## config.mk

```make
export PLATFORM = sky130hd
export DESIGN_NAME = hazard_ctrl
export DESIGN_NICKNAME = d
export VERILOG_FILES = /design/src/rtl/hazard_ctrl.sv
export SDC_FILE = /design/constraint.sdc
export NUM_CORES = 1
export LEC_CHECK = 0
export CAP_MARGIN = 10
export CORE_MARGIN = 2
export CORE_UTILIZATION = 40
export CTS_CLUSTER_SIZE = 25
export DETAILED_ROUTE_END_ITERATION = 7
export PLACE_DENSITY = 0.74
export SLEW_MARGIN = 20
export SYNTH_ARGS = -nofsm -noshare
export SYNTH_HDL_FRONTEND = slang
export SYNTH_SLANG_ARGS = --single-unit
```

## constraint.sdc

```tcl
create_clock -name clk -period 2.3 [get_ports clk]
set_input_delay 0.46 -clock clk [delete_from_list [all_inputs] [get_ports clk]]
set_output_delay 0.46 -clock clk [all_outputs]
set_load 0.01 [all_outputs]
```

## src/rtl/hazard_ctrl.sv

```systemverilog
// Load-use stall / branch-jump flush generation, interrupt acceptance sequencer
// and saturating stall/flush performance counters for the IF/ID and ID/EX registers.
module hazard_ctrl #(
  parameter int unsigned CNT_W = 16
) (
  input  logic             clk,
  input  logic             reset,
  input  logic [4:0]       id_rs,
  input  logic [4:0]       id_rt,
  input  logic             id_uses_rs,
  input  logic             id_uses_rt,
  input  logic [2:0]       id_pcsrc,
  input  logic             id_kernel,
  input  logic             id_eret,
  input  logic             ex_memrd,
  input  logic [4:0]       ex_rt,
  input  logic [2:0]       ex_pcsrc,
  input  logic             ex_br_taken,
  input  logic             irq,
  input  logic             cnt_clr,
  output logic             stall,
  output logic             flush_ifid,
  output logic             flush_idex,
  output logic             irq_take,
  output logic             irq_pending,
  output logic [CNT_W-1:0] stall_cnt,
  output logic [CNT_W-1:0] flush_cnt
);

  typedef enum logic [1:0] {ST_NORMAL, ST_WAIT, ST_KERNEL} state_t;

  state_t state;
  logic   br;
  logic   lu;
  logic   jmp;
  logic   safe;

  always_comb begin
    br   = (ex_pcsrc == 3'd1) && ex_br_taken;
    lu   = ex_memrd && (ex_rt != '0) &&
           ((id_uses_rs && (id_rs == ex_rt)) || (id_uses_rt && (id_rt == ex_rt)));
    jmp  = (id_pcsrc == 3'd2) || (id_pcsrc == 3'd3);
    safe = !br && !lu && (id_pcsrc == 3'd0) && !id_kernel;

    irq_take    = (state == ST_WAIT) && safe;
    // Pending drops in the take cycle: the request is being consumed, not waiting.
    irq_pending = (state == ST_WAIT) && !safe;

    stall      = 1'b0;
    flush_ifid = 1'b0;
    flush_idex = 1'b0;
    if (br) begin
      flush_ifid = 1'b1;
      flush_idex = 1'b1;
    end else if (lu) begin
      stall      = 1'b1;
      flush_idex = 1'b1;
    end else if (jmp) begin
      flush_ifid = 1'b1;
    end
    if (irq_take) flush_ifid = 1'b1;
  end

  always_ff @(posedge clk or negedge reset) begin
    if (!reset) begin
      state <= ST_NORMAL;
    end else begin
      case (state)
        ST_NORMAL: if (irq && !id_kernel) state <= ST_WAIT;
        ST_WAIT:   if (safe) state <= ST_KERNEL;
        ST_KERNEL: if (id_eret && !stall) state <= ST_NORMAL;
        default:   state <= ST_NORMAL;
      endcase
    end
  end

  always_ff @(posedge clk or negedge reset) begin
    if (!reset) begin
      stall_cnt <= '0;
      flush_cnt <= '0;
    end else if (cnt_clr) begin
      stall_cnt <= '0;
      flush_cnt <= '0;
    end else begin
      if (stall && (stall_cnt != '1)) stall_cnt <= stall_cnt + CNT_W'(1);
      if ((flush_ifid || flush_idex) && (flush_cnt != '1)) flush_cnt <= flush_cnt + CNT_W'(1);
    end
  end

endmodule
```

# After elaboration in Yosys (flattened, before gate mapping)
# Cells that the tools add are included.
# word_totals
regBits,34
input_bits,31
output_inout_bits,37
elab_cells,60
# op_classes
n_addsub,2
n_eq_ne,12
muxes,15
n_reduce_logical,28
# ops
cell,n
$mux 16,4
$add 16x1->16 const B,2
$ne 16x16->1 const B,2
$logic_and 1x1->1,14
$eq 5x5->1,2
$mux 1,7
$eq 3x2->1 const B,2
$mux 2,3
$ne 2x2->1 const B,3
$pmux 2 s3,1
$logic_not 1->1,5
$reduce_bool 5->1,1
$reduce_bool 2->1,2
$eq 3x1->1 const B,1
$logic_not 3->1,1
$logic_or 1x1->1,3
$reduce_and 3->1,1
$eq 2x1->1 const B,1
$eq 2x2->1 const B,1
$logic_not 2->1,1

# Longest topological paths before layout
# depth
word_depth,14
mapped_depth,10
mapped_depth_nobuf,7

# Least setup slack after synthesis
# No wires, ideal clock.
# synth_path
kind,input to output
startpoint,in ex_rt[1]
endpoint,out irq_take
t_arrival_ns,2.016
required_time_ns,1.840
slack_ns,-0.176
path_stages,4
path_buffers,0
cell_sequence,or4_1 o21ai_1 o21ai_0 nor3_1
# synth_between
elab_chain_cells,9
word_cells_on_any_way,13
classes_between,2 x eq/ne; 11 x reduce/logical
# synth_lines
item,line_no,text
start: declaration,16,"input logic [4:0] ex_rt,"
$eq 5x5->1,41,((id_uses_rs && (id_rs == ex_rt)) || (id_uses_rt && (id_rt == ex_rt)));
$logic_and 1x1->1,41,
$logic_or 1x1->1,41,
$logic_and 1x1->1 *,40,lu = ex_memrd && (ex_rt != '0) &&
$logic_not 1->1 *,43,safe = !br && !lu && (id_pcsrc == 3'd0) && !id_kernel;
$logic_and 1x1->1 * (3 in a row),43,
$logic_and 1x1->1 *,45,irq_take = (state == ST_WAIT) && safe;
end: declaration,24,"output logic irq_take,"
# Mark *: on every way between the ends. The rest lies on a longest branch, timed or not.

# Final worst setup path
# Same ends and word-level chain as after synthesis.

==> metrics <==
# setup viols final=3; die width=~77 um; Reg2Reg Depth=8; number of diodes=0; HP Class=reg2reg; DR vias=approximately 2200; Net Count, Synth=269; CP startpoint kind=input port; largest net degree at the start of global routing=43; sequential share of the synthesized area=40.1%; HPWL Detailed=between 4000 and 5000 um; Final GP Congestion=0.815; r2r startpoint=stall_cnt[1]$_DFFE_PN0P_; clock-pin slew on the worst setup and hold paths=0.08 ns; crit path max fanout=3; PwrDens=429 nW/um^2; vias in the first global route=2110; crit path DAT=1.86 ns; DRT Pass-1 Iters=4; CP most frequent cell=o21ai_4; root buffer cell=clkbuf_8; P_leak=between 1 and 1.5 nW; drt drc=0; Clk Latency, worst-skew pair=just under 0.3 ns; Tmin final=approximately 2.3 ns; mapped cell area=2120 sq um; biggest area consumer among synthesized cells=dfrtp_1; syn avg cell area=8.99 sq um; Hold Path Cell Cnt=1; library cells used by synthesis=42; r2r endpoint=stall_cnt[3]$_DFFE_PN0P_; IR drop worst, VDD=0.319 mV; WL final=between 6000 and 7000 um; slew margin rel.=56.8%; WS Path Type=in2out; Port Buf Inserts=67; CTS tree=done; hold endpoint=state[1]$_DFFE_PN0P_; Most Used Layer, Global Route=met2; critical path's slowest cell=or4_4; Initial Util=around two fifths; #FFs+latches synth=34; Crit path buffers/inverters=3; crit path capture type=primary output; met3 Track Usage GR=under 10%; Setup WS post-layout=-0.0189 ns; vias per cell=~5.5; # nets final=364; CP max stage delay=0.52 ns; worst-path cell chain=buf_4 -> or4_4 -> o21ai_4 -> o21ai_4 -> buf_6 -> nor3_4 -> buf_2; Post-Place Cells=384; clock skew=0.00821 ns; Critical Path RT=1.84 ns; antenna violations before repair=0; maximum operating frequency=0.431 GHz; All-Layer GR Usage=20.2%; CTS Hold Buffers Added=0; violated checks=setup timing; Crit path max-delay family=simple AND/OR/NAND/NOR gates; yosys warns=0; Die H=76.8 um; first-pass GRT wire length=between 9000 and 10000 um; Initial DRC Count=102; Clock Path Buffers=2; FP Rows=26; drt wl/cell=15.9 um; met1 usage=25.3%; Hold Worst Slack=0.539 ns; die area=slightly below 6000 sq um; Pwr Total=around 1.5 mW; Worst R2R Setup Slack=0.10 ns; status=complete, but fails checks; max-cap violations=0; Syn-to-layout area delta=63.1%; Non-Filler Instances=401; core outline area=5110 sq um; proportion of layout cells with a drive suffix above 1=approximately 30%; Synth top area share=about two fifths; Area contributors post-synth=dfrtp_1 (40%), a21oi_1 (4.0%), mux2_2 (3.7%); num ports=68; Tcrit/Tclk final=101%; Mapped Cells=236; CTS buffer count=5; setup tns final=-0.0292 ns; Sink Count=34; Worst Hold Launch=state[1]$_DFFE_PN0P_; Final Hold Vio Count=0; final slew viol count=0; total congestion overflow=0; number of H-tree levels=2; RSZ-0062 raised after global routing=true; met2 Use GR=about a third; Routed Antenna Nets=0; Least-Margin Pin Slew=around 0.64 ns
[cell usage after synthesis]
cell / n
dfrtp_1: 34
nor2_1: 21
a21oi_1: 17
nand3_1: 15
o21ai_0: 13
or3_1: 11
nor4_1: 10
or4_1: 10
nand2_1: 9
xor2_1: 9
clkbuf_1: 8
nor2b_1: 8
mux2_2: 7
o31ai_1: 7
nor3_1: 5
xnor2_1: 5
and2_1: 4
and3_1: 4
inv_1: 4
nand2b_1: 4
nand4_1: 4
and4_1: 3
buf_2: 2
ha_1: 2
mux2_1: 2
mux2i_1: 2
a31o_2: 1
a32oi_2: 1
and2_0: 1
buf_1: 1
buf_6: 1
nor4_2: 1
nor4b_1: 1
nor4bb_1: 1
o211a_1: 1
o211ai_1: 1
o21ai_1: 1
o21bai_1: 1
o41ai_1: 1
or4_4: 1
or4b_2: 1
or4bb_1: 1
[cell families after synthesis]
group / count (synthesis) / share of synthesized area [%]
xor gates and xnor gates: 14 / 5.78
buffers and inverters: 16 / 3.30
DFF: 34 / 40.1
adders and majority gates: 2 / 1.18
and+or+nand+nor: 115 / 31.4
muxes: 11 / 5.72
AOI/OAI and AO/OA: 44 / 12.6
[where the power goes]
group | switching (mW) | internal, mW
sequential | 0.0123 | 0.611
combinational | 0.144 | 0.147
clock | 0.223 | 0.347
[worst register-to-register path, stage by stage (launching register included)]
cell and delay [ns]:
dfrtp_1 0.42, ha_1 0.23, and2_1 0.18, nand3_1 0.11, nor2_1 0.06, or4_4 0.46, buf_12 0.16, or3_4 0.37
a21oi_2 0.15
[stage by stage]
step | instance area, sq um | utilization (%) | setup WS, ns
2_1_floorplan | 2140 | - | 0.0000309
3_3_place_gp | 3060 | 59.8 | -0.715
3_5_place_dp | 3060 | 59.8 | -0.788
4_1_cts | 3240 | 63.4 | -0.0548
5_1_grt | 3460 | 67.8 | -0.0865
6_report | 3460 | 67.8 | -0.0189
[registers in the layout, summed over array words and instances, names as in the netlist]
signal	count
state	2
stall_cnt	16
flush_cnt	16
[layout by cell type, fill, tap and decap left out, types with 5 or more instances in the layout]
cell | netlist | layout
clkdlybuf4s50_1 | 0 | 43
dfrtp_1 | 34 | 34
buf_4 | 0 | 22
nor2_1 | 21 | 20
nand3_1 | 15 | 15
a21oi_1 | 17 | 13
buf_2 | 2 | 12
or3_1 | 11 | 10
nand2_1 | 9 | 9
xor2_1 | 9 | 8
o21ai_0 | 13 | 8
nor2b_1 | 8 | 8
buf_6 | 1 | 8
o31ai_1 | 7 | 7
or4_4 | 1 | 6
mux2_2 | 7 | 6
clkbuf_8 | 0 | 6
or4_1 | 10 | 5
[worst max path at each step]
stage / startpoint / to / slack (ns) / depth (start not counted)
floorplan: ex_rt[3] / flush_cnt[10]$_DFFE_PN0P_ / 0.00003 / 7
global placement: ex_rt[2] / stall / -0.71 / 7
detailed placement: ex_rt[1] / irq_take / -0.79 / 6
CTS: id_rs[3] / stall_cnt[3]$_DFFE_PN0P_ / -0.05 / 9
global route: id_rt[2] / irq_take / -0.09 / 9
finish: ex_rt[1] / irq_take / -0.02 / 7
[cell type report]
| type | instances | area, sq um |
|---|---|---|
| Timing Repair Buffer | 100 | 977 |
| Inverter | 4 | 15.0 |
| Sequential cell | 34 | 851 |
| Tap cell | 70 | 87.6 |
| Clock buffer | 6 | 82.6 |
| Multi-Input combinational cell | 186 | 1420 |
| Fill cell | 403 | 1650 |
| Clock inverter | 1 | 30.0 |
[metal layers]
| metal | vias up | share of wire (%) |
|---|---|---|
| met2 | 49 | 52 |
| met4 | 0 | 0.97 |
| met3 | 8 | 4.0 |
| met1 | 1078 | 43 |
| met5 | - | 0 |
| li1 | 1061 | - |
[timing repair]
| action | 4_1_cts | 5_1_grt |
|---|---|---|
| pin swaps | 36 | 22 |
| cloned | 1 | 2 |
| setup buffers | 6 | 1 |
| resized for setup | 90 | 38 |
| hold endpoints to repair | 0 | 0 |
| endpoints found under the setup margin | 33 | 23 |
(Power assumes the default switching activity.)
